===== config.mk =====
export PLATFORM = sky130hd
export DESIGN_NAME = pc_unit_flat
export DESIGN_NICKNAME = d
export VERILOG_FILES = /design/src/rtl/pc_unit_pkg.sv /design/src/rtl/pc_unit_if.sv /design/src/rtl/pc_unit_loop_stack.sv /design/src/rtl/pc_unit.sv /design/src/flat_wrapper.sv
export SDC_FILE = /design/constraint.sdc
export NUM_CORES = 1
export LEC_CHECK = 0
export CAP_MARGIN = 20
export CORE_MARGIN = 2
export CORE_UTILIZATION = 45
export CTS_CLUSTER_DIAMETER = 120
export DETAILED_ROUTE_END_ITERATION = 16
export SLEW_MARGIN = 40
export SYNTH_ARGS = -nofsm -noshare
export SYNTH_HDL_FRONTEND = slang
export SYNTH_SLANG_ARGS = --single-unit

===== constraint.sdc =====
create_clock -name clk -period 3.7 [get_ports clk]
set_input_delay 0.74 -clock clk [delete_from_list [all_inputs] [get_ports clk]]
set_output_delay 0.74 -clock clk [all_outputs]
set_load 0.01 [all_outputs]

===== src/rtl/pc_unit_pkg.sv =====
// Shared fetch-stage definitions: PC width default, write_src encoding,
// and the loop-stack operation decode used by pc_unit's LIFO.
package definitions;

  localparam int unsigned DEF_PC_WIDTH = 16;

  typedef enum logic {
    PC_INC   = 1'b0,
    PC_STACK = 1'b1
  } pc_src_t;

  typedef enum logic [2:0] {
    OP_NONE,
    OP_PUSH,
    OP_POP,
    OP_SWAP,
    OP_OVF,
    OP_UDF
  } stack_op_t;

  // push+pop on an empty stack degrades to a plain push
  function automatic stack_op_t stack_decode(
    input logic push,
    input logic pop,
    input logic empty,
    input logic full
  );
    stack_op_t op;
    op = OP_NONE;
    unique case (1'b1)
      push && pop && !empty:
        op = OP_SWAP;
      push && !full && (!pop || empty):
        op = OP_PUSH;
      push && full && !pop:
        op = OP_OVF;
      pop && !push && !empty:
        op = OP_POP;
      pop && !push && empty:
        op = OP_UDF;
      default:
        op = OP_NONE;
    endcase
    return op;
  endfunction

endpackage


===== src/rtl/pc_unit_if.sv =====
// PC control <-> pc_unit bundle: per-cycle controls in,
// registered fetch address and loop-stack status out.
interface pc_unit_if #(
  parameter int PC_WIDTH    = 16,
  parameter int STACK_DEPTH = 16
);
  localparam int DW = $clog2(STACK_DEPTH) + 1;

  logic                write_enable;
  logic                write_src;
  logic                push;
  logic                pop;
  logic [PC_WIDTH-1:0] pc;
  logic [DW-1:0]       depth;
  logic                stack_empty;
  logic                stack_full;
  logic                overflow_err;
  logic                underflow_err;

  modport master (
    output write_enable,
    output write_src,
    output push,
    output pop,
    input  pc,
    input  depth,
    input  stack_empty,
    input  stack_full,
    input  overflow_err,
    input  underflow_err
  );

  modport slave (
    input  write_enable,
    input  write_src,
    input  push,
    input  pop,
    output pc,
    output depth,
    output stack_empty,
    output stack_full,
    output overflow_err,
    output underflow_err
  );

endinterface


===== src/rtl/pc_unit_loop_stack.sv =====
// Parameterised LIFO of loop-return addresses; top is read
// combinationally from the registered array, errors are strobes.
module loop_stack
  import definitions::*;
#(
  parameter int W  = 16,
  parameter int D  = 16,
  localparam int AW = $clog2(D),
  localparam int DW = AW + 1
) (
  input  logic          clk,
  input  logic          rst_n,
  input  logic          push,
  input  logic          pop,
  input  logic [W-1:0]  wdata,
  output logic [W-1:0]  top,
  output logic [DW-1:0] depth,
  output logic          empty,
  output logic          full,
  output logic          overflow,
  output logic          underflow
);

  logic [W-1:0]  mem [D];
  logic [AW-1:0] top_idx;
  logic [AW-1:0] wr_idx;
  logic          wr_en;
  logic [DW-1:0] depth_nxt;
  stack_op_t     op;

  assign empty   = (depth == '0);
  assign full    = (depth == DW'(D));
  assign top_idx = depth[AW-1:0] - AW'(1);
  assign top     = mem[top_idx];
  assign op      = stack_decode(push, pop, empty, full);

  always_comb begin
    wr_en     = 1'b0;
    wr_idx    = depth[AW-1:0];
    depth_nxt = depth;
    overflow  = 1'b0;
    underflow = 1'b0;
    unique case (op)
      OP_PUSH: begin
        wr_en     = 1'b1;
        depth_nxt = depth + DW'(1);
      end
      OP_SWAP: begin
        wr_en  = 1'b1;
        wr_idx = top_idx;
      end
      OP_POP:  depth_nxt = depth - DW'(1);
      OP_OVF:  overflow  = 1'b1;
      OP_UDF:  underflow = 1'b1;
      default: ;
    endcase
  end

  always_ff @(posedge clk or negedge rst_n) begin
    if (!rst_n) begin
      depth <= '0;
    end else begin
      depth <= depth_nxt;
    end
  end

  // contents are don't-care after reset, so no reset on the array
  always_ff @(posedge clk) begin
    if (wr_en) begin
      mem[wr_idx] <= wdata;
    end
  end

endmodule


===== src/rtl/pc_unit.sv =====
// Fetch PC register: increments or reloads from the loop stack,
// gated by PC control's write_enable; owns the sticky error flags.
module pc_unit
  import definitions::*;
#(
  parameter int                  PC_WIDTH    = DEF_PC_WIDTH,
  parameter int                  STACK_DEPTH = 16,
  parameter logic [PC_WIDTH-1:0] RESET_PC    = '0
) (
  input  logic      clk,
  input  logic      rst_n,
  pc_unit_if.slave  bus
);

  logic [PC_WIDTH-1:0] pc_q;
  logic [PC_WIDTH-1:0] pc_inc;
  logic [PC_WIDTH-1:0] top;
  logic                st_push;
  logic                st_pop;
  logic                empty;
  logic                full;
  logic                ovf_s;
  logic                udf_s;
  logic                branch;
  logic                ovf_q;
  logic                udf_q;

  assign pc_inc  = pc_q + PC_WIDTH'(1);
  assign st_push = bus.write_enable && bus.push;
  assign st_pop  = bus.write_enable && bus.pop;
  assign branch  = bus.write_enable
                && (pc_src_t'(bus.write_src) == PC_STACK);

  loop_stack #(
    .W (PC_WIDTH),
    .D (STACK_DEPTH)
  ) u_stack (
    .clk       (clk),
    .rst_n     (rst_n),
    .push      (st_push),
    .pop       (st_pop),
    .wdata     (pc_inc),
    .top       (top),
    .depth     (bus.depth),
    .empty     (empty),
    .full      (full),
    .overflow  (ovf_s),
    .underflow (udf_s)
  );

  // a branch on an empty stack falls through to pc+1
  always_ff @(posedge clk or negedge rst_n) begin
    if (!rst_n) begin
      pc_q  <= RESET_PC;
      ovf_q <= 1'b0;
      udf_q <= 1'b0;
    end else if (bus.write_enable) begin
      pc_q  <= (branch && !empty) ? top : pc_inc;
      ovf_q <= ovf_q | ovf_s;
      udf_q <= udf_q | udf_s | (branch && empty);
    end
  end

  assign bus.pc            = pc_q;
  assign bus.stack_empty   = empty;
  assign bus.stack_full    = full;
  assign bus.overflow_err  = ovf_q;
  assign bus.underflow_err = udf_q;

endmodule


===== src/flat_wrapper.sv =====
// flat-port wrapper written by rule: the top's interface ports become plain ports
module pc_unit_flat import definitions::*;
#(
  parameter int                  PC_WIDTH    = DEF_PC_WIDTH,
  parameter int                  STACK_DEPTH = 16,
  parameter logic [PC_WIDTH-1:0] RESET_PC    = '0
)
  (clk, rst_n, bus_write_enable, bus_write_src, bus_push, bus_pop, bus_pc, bus_depth, bus_stack_empty, bus_stack_full, bus_overflow_err, bus_underflow_err);
  pc_unit_if #(.PC_WIDTH(PC_WIDTH), .STACK_DEPTH(STACK_DEPTH)) bus_i ();
  input  logic clk;
  input  logic rst_n;
  input wire logic [$bits(bus_i.write_enable)-1:0] bus_write_enable;
  input wire logic [$bits(bus_i.write_src)-1:0] bus_write_src;
  input wire logic [$bits(bus_i.push)-1:0] bus_push;
  input wire logic [$bits(bus_i.pop)-1:0] bus_pop;
  output wire logic [$bits(bus_i.pc)-1:0] bus_pc;
  output wire logic [$bits(bus_i.depth)-1:0] bus_depth;
  output wire logic [$bits(bus_i.stack_empty)-1:0] bus_stack_empty;
  output wire logic [$bits(bus_i.stack_full)-1:0] bus_stack_full;
  output wire logic [$bits(bus_i.overflow_err)-1:0] bus_overflow_err;
  output wire logic [$bits(bus_i.underflow_err)-1:0] bus_underflow_err;
  assign bus_i.write_enable = bus_write_enable;
  assign bus_i.write_src = bus_write_src;
  assign bus_i.push = bus_push;
  assign bus_i.pop = bus_pop;
  assign bus_pc = bus_i.pc;
  assign bus_depth = bus_i.depth;
  assign bus_stack_empty = bus_i.stack_empty;
  assign bus_stack_full = bus_i.stack_full;
  assign bus_overflow_err = bus_i.overflow_err;
  assign bus_underflow_err = bus_i.underflow_err;
  pc_unit #(.PC_WIDTH(PC_WIDTH), .STACK_DEPTH(STACK_DEPTH), .RESET_PC(RESET_PC)) u_core (.clk(clk), .rst_n(rst_n), .bus(bus_i));
endmodule

==> impl_results.md, run 1 <==
- Vias in the first global route: roughly 6000
- Die ar.: 26800 um^2
- Final wirelength: 26400 um
- Final Hold Viols: 0
- CP max FO: 9
- Worst skew pair latency: roughly 0.54 ns
- Sequential-to-total area share from yosys stat: 0.721
- Synthesis Warnings: 0
- WS Path Type: reg -> out
- CTS buffer count: 28
- Initial Utilization: 0.456
- Post-layout util: 0.536
- Worst slew pin tran: approximately 0.85 ns
- Hold Path Class: reg -> reg
- Vias: 6101
- Hold_ws: 0.474 ns
- Syn Area/Cell: about 19 um^2
- Number of distinct library cells after synthesis: 53
- Placer's final routability congestion estimate: a little over 0.8
- Drt pass-1 iters: 5
- Die Ht: ~160 um
- Largest net degree at the start of global routing: 34
- Power per cell area: roughly 900 nW/um^2
- CORE AREA: roughly 25000 um^2
- Clock edge transition at the registers on the reported setup and hold paths: around 0.060 ns
- Postcts setup bufs: 0
- Pleak: about 4.5 nW
- Slew headroom: 0.429
- Main synth FF type: edfxtp_1
- # DRC: 0
- Ant diodes: 0
- Place WS: ~0.36 ns
- Via-to-Cell Ratio: approximately 5.9
- Initial antenna violation count: 0
- Final nets: about 690
- Crit share post-route: 0.866
- Syn_nets: ~620
- Post-CTS Hold Buffers: 0
- Area growth syn-to-layout: 17.5%
- Clock sink total: 279
- First-pass GRT wire length: 39200 um
- Finished Cell Area: between 10000 and 15000 um^2
- Final setup fails: 0
- Max Freq: 312 MHz
- RSZ-0062 raised after global routing: false
- DR iter-0 viols: just over 600
- Root Driver: clkbuf_16
- Critical Path AT: roughly 2.5 ns
- Core Rows: 58
- DR WL/cell: 25.5 um
- Post-synth EDFFs: around 260
- Ys async rst share: 0.0824
- Crit. End Element: output port
- ANT nets after route: 0
- H-tree lvl count: 1
- TNS Setup: 0 ns
- Final min period: roughly 3.2 ns
- Number of I/O port buffers: 30
- GR Overflow Total: 0
- Worst vdd ir: roughly 0.67 mV
- Critical path required time: 2.96 ns
- Max-cap violations: 0
- Post-DP HPWL: between 15000 and 20000 um
- Global Route Usage Sum: 0.202
- Post-synthesis cell count: about 610
- CTS max path bufs: 3
- CTS tree: yes
- Final WS setup: between 0.4 and 0.5 ns
- Synthesized flop and latch total: roughly 280
- Number of I/O pins: 31
- Status: complete, no violations
- Startpoint types: flop
- Synthesized cell area: between 10000 and 15000 um^2
- CTS resizes: 0
- Final Max Tran Viols: 0
- Fraction of layout cells with a size suffix above 1: 0.259
- Max Clock Skew: 0.0140 ns
- Placed inst area: around 12000 um^2
- Die Wd: 164 um
## cells by family (layout without fill, tap and decap cells)
group / after synthesis / in the layout / synth area share
flops: 279 / 279 / 0.721
simple gates: 114 / 114 / 0.0498
mux: 98 / 98 / 0.154
compound gates: 60 / 60 / 0.0359
buf+inv: 36 / 126 / 0.0168
xor+xnor: 23 / 23 / 0.0182
fa+ha+maj: 4 / 4 / 0.00437
## synthesized netlist by cell type (2+ instances only)
cell type,n,share of area
o21ai_0,12,0.0052
a31oi_1,2,0.0011
inv_2,2,0.00066
nor3b_1,3,0.0020
ha_1,4,0.0044
buf_4,2,0.0013
and2_1,3,0.0016
a221o_1,2,0.0017
clkbuf_1,10,0.0033
a21o_1,4,0.0026
xnor2_1,15,0.011
dfrtp_1,23,0.050
a21oi_1,11,0.0048
o22ai_1,8,0.0044
nor4_1,3,0.0016
nor3_1,12,0.0052
o32ai_1,3,0.0023
inv_1,4,0.0013
buf_1,2,0.00066
a211o_1,8,0.0061
and3_1,6,0.0033
xor2_1,7,0.0054
edfxtp_1,256,0.67
mux4_2,62,0.12
nand4_1,4,0.0022
mux2i_1,33,0.029
nor2_1,28,0.0092
nand2_1,33,0.011
nand3_1,12,0.0052
buf_6,5,0.0049
buf_2,10,0.0044
and4_1,2,0.0015
mux2_2,3,0.0029
## area by class of cell
| type | instances | area [um^2] |
|---|---|---|
| multi-input combinational | 299 | 3220 |
| timing repair buffer | 67 | 578 |
| clock buffer | 38 | 779 |
| tap | 330 | 413 |
| sequential | 279 | 8270 |
| inverter | 7 | 26.3 |
| fill | 1958 | 11700 |
| clock inverter | 14 | 174 |
## registers in the layout, summed over array words and instances (netlist names)
register	count
u_core.bus.overflow_err	1
u_core.bus.pc	16
u_core.bus.underflow_err	1
u_core.u_stack.depth	5
u_core.u_stack.mem	256
## path summary, 6_finish.rpt
check                      slack (ns)                                start                                   to  cells after the start
setup / recovery                 0.49  u_core.u_stack.depth[1]$_DFFE_PN0P_                      bus_stack_empty                      5
hold / removal                   0.47  u_core.bus.overflow_err$_DFFE_PN0P_  u_core.bus.overflow_err$_DFFE_PN0P_                      1
setup reg to reg                 0.65  u_core.u_stack.depth[0]$_DFFE_PN0P_         u_core.bus.pc[7]$_DFFE_PN0P_                      6
hold reg to reg                  0.47  u_core.bus.overflow_err$_DFFE_PN0P_  u_core.bus.overflow_err$_DFFE_PN0P_                      1
max in group asynchronous        2.82                                rst_n  u_core.u_stack.depth[0]$_DFFE_PN0P_                      2
min in group asynchronous        0.58                                rst_n         u_core.bus.pc[0]$_DFFE_PN0P_                      2
## placed cells by master (no fill, tap or decap), drive strengths merged, types with 2 or more instances in the layout
master         synthesis  layout
mux2                   3       3
o32ai                  3       3
ha                     4       4
a31oi                  2       2
xor2                   8       8
a211o                  8       8
a221o                  2       2
o22ai                  8       8
nor4                   3       3
clkdlybuf4s50          0      30
nor3                  13      13
nand3                 14      14
and2                   4       4
bufinv                 0       4
nor2                  28      28
a21o                   4       4
nand2                 33      33
and3                   6       6
inv                    6       6
a21oi                 11      11
nor3b                  3       3
clkinv                 1      10
dfrtp                 23      23
xnor2                 15      15
nand4                  4       4
edfxtp               256     256
mux4                  62      62
o21ai                 12      12
buf                   19      37
and4                   2       2
mux2i                 33      33
clkbuf                10      38
## worst max-delay path, stage by stage, from the launching register on
cell and delay (ns):
dfrtp_1 0.38, inv_1 0.20, ha_4 0.16, or4b_4 0.53, inv_2 0.12, clkdlybuf4s50_1 0.54
## through the flow
stage,std cells,power [mW]
2_1_floorplan,614,7.47
3_3_place_gp,982,9.15
3_5_place_dp,982,9.31
4_1_cts,1034,12.2
5_1_grt,1034,12.7
6_report,1034,12.1
## report_power, final
part           switching, mW  total [mW]  internal [mW]
Sequential             0.291        4.53           4.23
Combinational           2.69        4.67           1.99
Clock                   1.15        2.90           1.75
## per-layer routing
layer	track usage	part of all wire	vias to the layer above
met4	0.0582	0.022	0
met5	0	0	-
li1	-	-	2637
met3	0.0322	0.065	39
met2	0.325	0.49	224
met1	0.288	0.42	3201
Note: power is estimated with default switching activity, not from simulation.
==> inputs of run 2 (changes only) <==
Settings changed: PLACE_DENSITY_LB_ADDON from default to 0.08.
==> run 2 against run 1 <==
Compared with the run above:
- clock power about the same
- utilization down 0.13 points
- non-clock buffer count fell by 1
- sequential share of layout area increased by 0.15 points
- wire length is 0.60% lower
- global-route usage is 0.17 points higher
- final area shrank 0.24%
- count of clock-buffer cells in the layout fell by 3
- first-iteration DRC count grew 8.8%
- critical path type unchanged
- critical endpoint unchanged
- highest routed layer unchanged
- critical path depth stayed put
==> impl_results.md, run 2 (same netlist as run 1, synthesis figures left out) <==
- DR WL/cell: roughly 25 um
- R2R Path End: u_core.u_stack.mem[9][8]$_DFFE_PP_
- Vias in the first global route: just over 6000
- CTS max path bufs: 3
- Area growth syn-to-layout: 17.2%
- WP buf/inv: 3
- Pleak: ~4.5 nW
- GR Overflow Total: 0
- Initial Utilization: 0.456
- Hold Path Class: reg -> reg
- Dpl cells: 981
- Post-CTS Hold Buffers: 0
- Post-layout util: 0.535
- Die Ht: ~160 um
- Global Route Usage Sum: 0.204
- Number of I/O port buffers: 30
- Final setup fails: 0
- Max Clock Skew: roughly 0.013 ns
- Die ar.: between 20000 and 30000 um^2
- Worst setup startpoint: u_core.u_stack.depth[0]$_DFFE_PN0P_
- Placer's final routability congestion estimate: ~0.83
- WS Path Type: reg -> out
- Root Driver: clkbuf_16
- Final min period: between 3 and 4 ns
- Worst skew pair latency: roughly 0.55 ns
- Most flop-heavy register: u_core.u_stack.mem
- # DRC: 0
- Clock sink total: 279
- Core Rows: 58
- Vias: 6012
- Commonest cells after routing, fill and taps aside: 256 x edfxtp_1, 62 x mux4_2, 36 x buf_4
- R2r setup slk: around 0.56 ns
- Place WS: 0.355 ns
- Drt pass-1 iters: 5
- Worst Min Path Start: u_core.bus.overflow_err$_DFFE_PN0P_
- CTS buffer count: 29
- Startpoint types: flop
- Die Wd: around 160 um
- Final Max Tran Viols: 0
- Top delay family on crit path: buffers and inverters
- CP max stage delay: ~0.54 ns
- RSZ-0062 raised after global routing: false
- Largest net degree at the start of global routing: 34
- Worst Reg-to-Reg Cells: 8
- Final Hold Viols: 0
- CP Depth: 5
- CP max FO: 11
- Postcts setup bufs: 0
- Crit share post-route: 0.922
- Critical Path AT: around 2.7 ns
- Final WS setup: 0.289 ns
- Commonest non-fill, non-tap cell in the layout: edfxtp_1
- Post-DP HPWL: around 17000 um
- DR iter-0 viols: 658
- TNS Setup: 0 ns
- Max-cap violations: 0
- Worst vdd ir: 0.495 mV
- CORE AREA: approximately 25000 um^2
- Status: complete, no violations
- Worst path most repeated cell: inv_2
- Fraction of layout cells with a size suffix above 1: 0.255
- Number of I/O pins: 31
- R2r startpoint: u_core.u_stack.depth[0]$_DFFE_PN0P_
- Initial antenna violation count: 0
- CTS tree: yes
- Critical Path Slowest Stage Cell: clkdlybuf4s50_1
- CTS resizes: 0
- Clock edge transition at the registers on the reported setup and hold paths: roughly 0.060 ns
- Slew headroom: 0.466
- Final cell count without fillers: between 1000 and 1500
- Max Freq: around 290 MHz
- Final wirelength: about 26000 um
- H-tree lvl count: 1
- Critical path required time: around 3.0 ns
- Hold_ws: 0.474 ns
- Final nets: 692
- Largest register FFs: approximately 260
- CP cell instances: inv_2 > ha_4 > or4b_4 > inv_2 > clkdlybuf4s50_1
- Worst slew pin tran: between 0.8 and 0.9 ns
- Via-to-Cell Ratio: between 5 and 6
- ANT nets after route: 0
- Crit. End Element: output port
- Worst Setup EP: bus_stack_empty
- First-pass GRT wire length: a little under 40000 um
- Ant diodes: 0
- Power per cell area: a little over 900 nW/um^2
==> run 2: cell types whose count changed in the layout (fill, tap and decap cells not counted), moves of 2 or more <==
| cell | change |
|---|---|
| clkinv_1 | +3 |
| xnor2_1 | -2 |
| xnor2_2 | +2 |
| xor2_1 | +2 |
| clkbuf_8 | -2 |
==> run 2: final cells by class <==
type	count	area [um^2]
clock buffer	35	748
inverter	7	26.3
tap	330	413
sequential	279	8270
multi-input combinational	299	3210
timing repair buffer	66	571
fill	2024	11700
clock inverter	17	188
==> run 2: routing by layer <==
| metal | vias up | routed length, um | global-route usage |
|---|---|---|---|
| met1 | 3165 | 12000 | 0.301 |
| li1 | 2628 | - | - |
| met3 | 43 | 1400 | 0.0302 |
| met2 | 176 | 12200 | 0.321 |
| met5 | - | 0 | 0 |
| met4 | 0 | 616 | 0.0518 |
==> run 2: where the power goes <==
group          leakage [nW]  internal, mW  switching, mW  total, mW
sequential             2.59          4.24          0.276       4.51
combinational          1.45          2.00           2.77       4.77
clock                 0.453          1.71           1.16       2.87
==> run 2: worst reg2reg max path, delay by kind of cell (launching register included) <==
family | cells | cell delay [ns]
simple gates | 3 | 0.89
compound gates | 1 | 0.61
buf+inv | 2 | 0.53
flops | 1 | 0.48
fa+ha+maj | 1 | 0.18
mux | 1 | 0.17
==> run 2: how the worst min path moves through the flow <==
stage	end	slack, ns	cells past startpoint
CTS	u_core.bus.overflow_err$_DFFE_PN0P_	0.48	1
detailed placement	u_core.bus.overflow_err$_DFFE_PN0P_	0.47	1
finish	u_core.bus.overflow_err$_DFFE_PN0P_	0.47	1
floorplan	u_core.bus.overflow_err$_DFFE_PN0P_	0.44	0
global placement	u_core.bus.overflow_err$_DFFE_PN0P_	0.46	1
global route	u_core.bus.overflow_err$_DFFE_PN0P_	0.49	1
==> run 2: per-stage QoR <==
| stage | cell area [um^2] | power (mW) |
|---|---|---|
| 6_report | 13400 | 12.2 |
| 3_3_place_gp | 12400 | 9.22 |
| 2_1_floorplan | 11500 | 7.47 |
| 3_5_place_dp | 12500 | 9.34 |
| 5_1_grt | 13400 | 12.7 |
| 4_1_cts | 13400 | 12.2 |
==> inputs of run 3 (changes only) <==
Settings changed: CAP_MARGIN 20 to default, PLACE_DENSITY_LB_ADDON 0.08 to 0.3.
==> run 3 against run 2 <==
Compared with the run above:
- utilization up 0.12 points
- count of clock-buffer cells in the layout fell by 2
- fmax increased by 6.7%
- flip-flop and latch count unchanged
- critical endpoint unchanged
- largest power group unchanged
==> impl_results.md, run 3 (same netlist as run 1, synthesis figures left out) <==
- Slew headroom: 0.460
- Place WS: about 0.45 ns
- Power per cell area: roughly 900 nW/um^2
- Initial antenna violation count: 0
- Critical Path AT: 2.46 ns
- Number of I/O pins: 31
- Worst slew pin tran: roughly 0.8 ns
- # DRC: 0
- Final min period: between 3 and 4 ns
- Worst skew pair latency: between 0.5 and 0.6 ns
- Die Ht: 164 um
- Number of I/O port buffers: 30
- Max Clock Skew: ~0.019 ns
- Die Wd: 164 um
- Largest net degree at the start of global routing: 50
- Initial Utilization: 0.456
- Fillers: 1970
- ANT nets after route: 0
- Via-to-Cell Ratio: 5.91
- Hold_ws: roughly 0.47 ns
- WS Path Type: reg -> out
- CTS tree: yes
- Fraction of layout cells with a size suffix above 1: 0.262
- Crit. End Element: output port
- Final nets: ~700
- CTS buffer count: 27
- Final Hold Viols: 0
- Post-layout util: 0.536
- Final wirelength: roughly 26000 um
- Vias: slightly above 6000
- Ant diodes: 0
- Post-CTS Hold Buffers: 0
- Global Route Usage Sum: 0.201
- TNS Setup: 0 ns
- Pleak: approximately 4.6 nW
- Most flop-heavy register: u_core.u_stack.mem
- Largest register FFs: between 200 and 300
- Worst vdd ir: about 0.69 mV
- Clock sink total: ~280
- CORE AREA: about 25000 um^2
- Max Freq: about 310 MHz
- Area growth syn-to-layout: 17.4%
- Core Rows: a little under 60
- Final setup fails: 0
- Vias in the first global route: ~6300
- Startpoint types: flop
- Final Max Tran Viols: 0
- Root Driver: clkbuf_16
- Postcts setup bufs: 0
- CTS max path bufs: 3
- Commonest non-fill, non-tap cell in the layout: edfxtp_1
- RSZ-0062 raised after global routing: false
- Crit share post-route: 0.864
- Drt pass-1 iters: 5
- Hold Path Class: reg -> reg
- Final WS setup: around 0.50 ns
- H-tree lvl count: 1
- Die ar.: roughly 27000 um^2
- Placer's final routability congestion estimate: about 0.85
- Dpl cells: 994
- DR WL/cell: 25.1 um
- Clock edge transition at the registers on the reported setup and hold paths: 0.07 ns
- CTS resizes: 0
- CP max FO: 9
- Commonest cells after routing, fill and taps aside: 256 x edfxtp_1, 62 x mux4_2, 46 x buf_4
- GR Overflow Total: 0
- Status: complete, no violations
- Critical path required time: between 2 and 3 ns
- Final cell count without fillers: 1044
- Post-DP HPWL: roughly 17000 um
- DR iter-0 viols: 753
- First-pass GRT wire length: just under 40000 um
- Max-cap violations: 0
run 3: cell types whose count changed in the layout (fill, tap and decap cells not counted), moves of 2 or more:
| cell | change |
|---|---|
| xnor2_1 | +5 |
| nor2_4 | -8 |
| clkbuf_16 | -2 |
| buf_4 | +10 |
| clkbuf_1 | -3 |
| xnor2_2 | -2 |
| nor2_2 | +8 |
| clkinvlp_4 | -2 |
| buf_12 | +3 |
| clkbuf_8 | +3 |
| xnor2_4 | -3 |
run 3: metal layers:
| metal | GRT usage | wire length (um) | part of all wire | up-vias |
|---|---|---|---|---|
| li1 | - | - | - | 2642 |
| met1 | 0.270 | 10500 | 0.40 | 3211 |
| met2 | 0.334 | 13000 | 0.50 | 267 |
| met3 | 0.0325 | 1800 | 0.069 | 48 |
| met4 | 0.0718 | 911 | 0.035 | 0 |
| met5 | 0 | 0 | 0 | - |
run 3: final timing paths:
kind / startpoint / endpoint / slack [ns] / cells past startpoint
max in group asynchronous: rst_n / u_core.u_stack.depth[0]$_DFFE_PN0P_ / 2.80 / 2
setup / recovery: u_core.u_stack.depth[1]$_DFFE_PN0P_ / bus_stack_empty / 0.50 / 5
hold / removal: u_core.bus.overflow_err$_DFFE_PN0P_ / u_core.bus.overflow_err$_DFFE_PN0P_ / 0.47 / 1
min in group asynchronous: rst_n / u_core.bus.overflow_err$_DFFE_PN0P_ / 0.60 / 2
hold reg to reg: u_core.bus.overflow_err$_DFFE_PN0P_ / u_core.bus.overflow_err$_DFFE_PN0P_ / 0.47 / 1
setup reg to reg: u_core.u_stack.depth[0]$_DFFE_PN0P_ / u_core.bus.pc[15]$_DFFE_PN0P_ / 0.64 / 8
run 3: area by class of cell:
type                       count  area (um^2)  share of cell area
sequential                   279         8270               0.614
clock buffer                  33          728              0.0541
clock inverter                17          224              0.0166
tap                          330          413              0.0307
multi-input combinational    299         3090               0.230
inverter                       7         26.3             0.00195
timing repair buffer          79          706              0.0525
run 3: metrics by stage:
step                      total power [mW]  cell area (um^2)
after detailed placement              9.18             12500
final                                 12.0             13500
after global placement                9.02             12500
after CTS                             12.1             13500
after floorplan                       7.47             11500
after global routing                  12.5             13500
run 3: critical path, cell delays in order, from the launching register on:
cell and delay (ns):
dfrtp_1 0.38, inv_1 0.18, ha_4 0.16, or4b_4 0.53
inv_2 0.13, clkdlybuf4s50_1 0.55
run 3: power by group:
| group | switching (mW) | internal (mW) |
|---|---|---|
| clock | 1.14 | 1.75 |
| combinational | 2.57 | 2.02 |
| sequential | 0.258 | 4.23 |
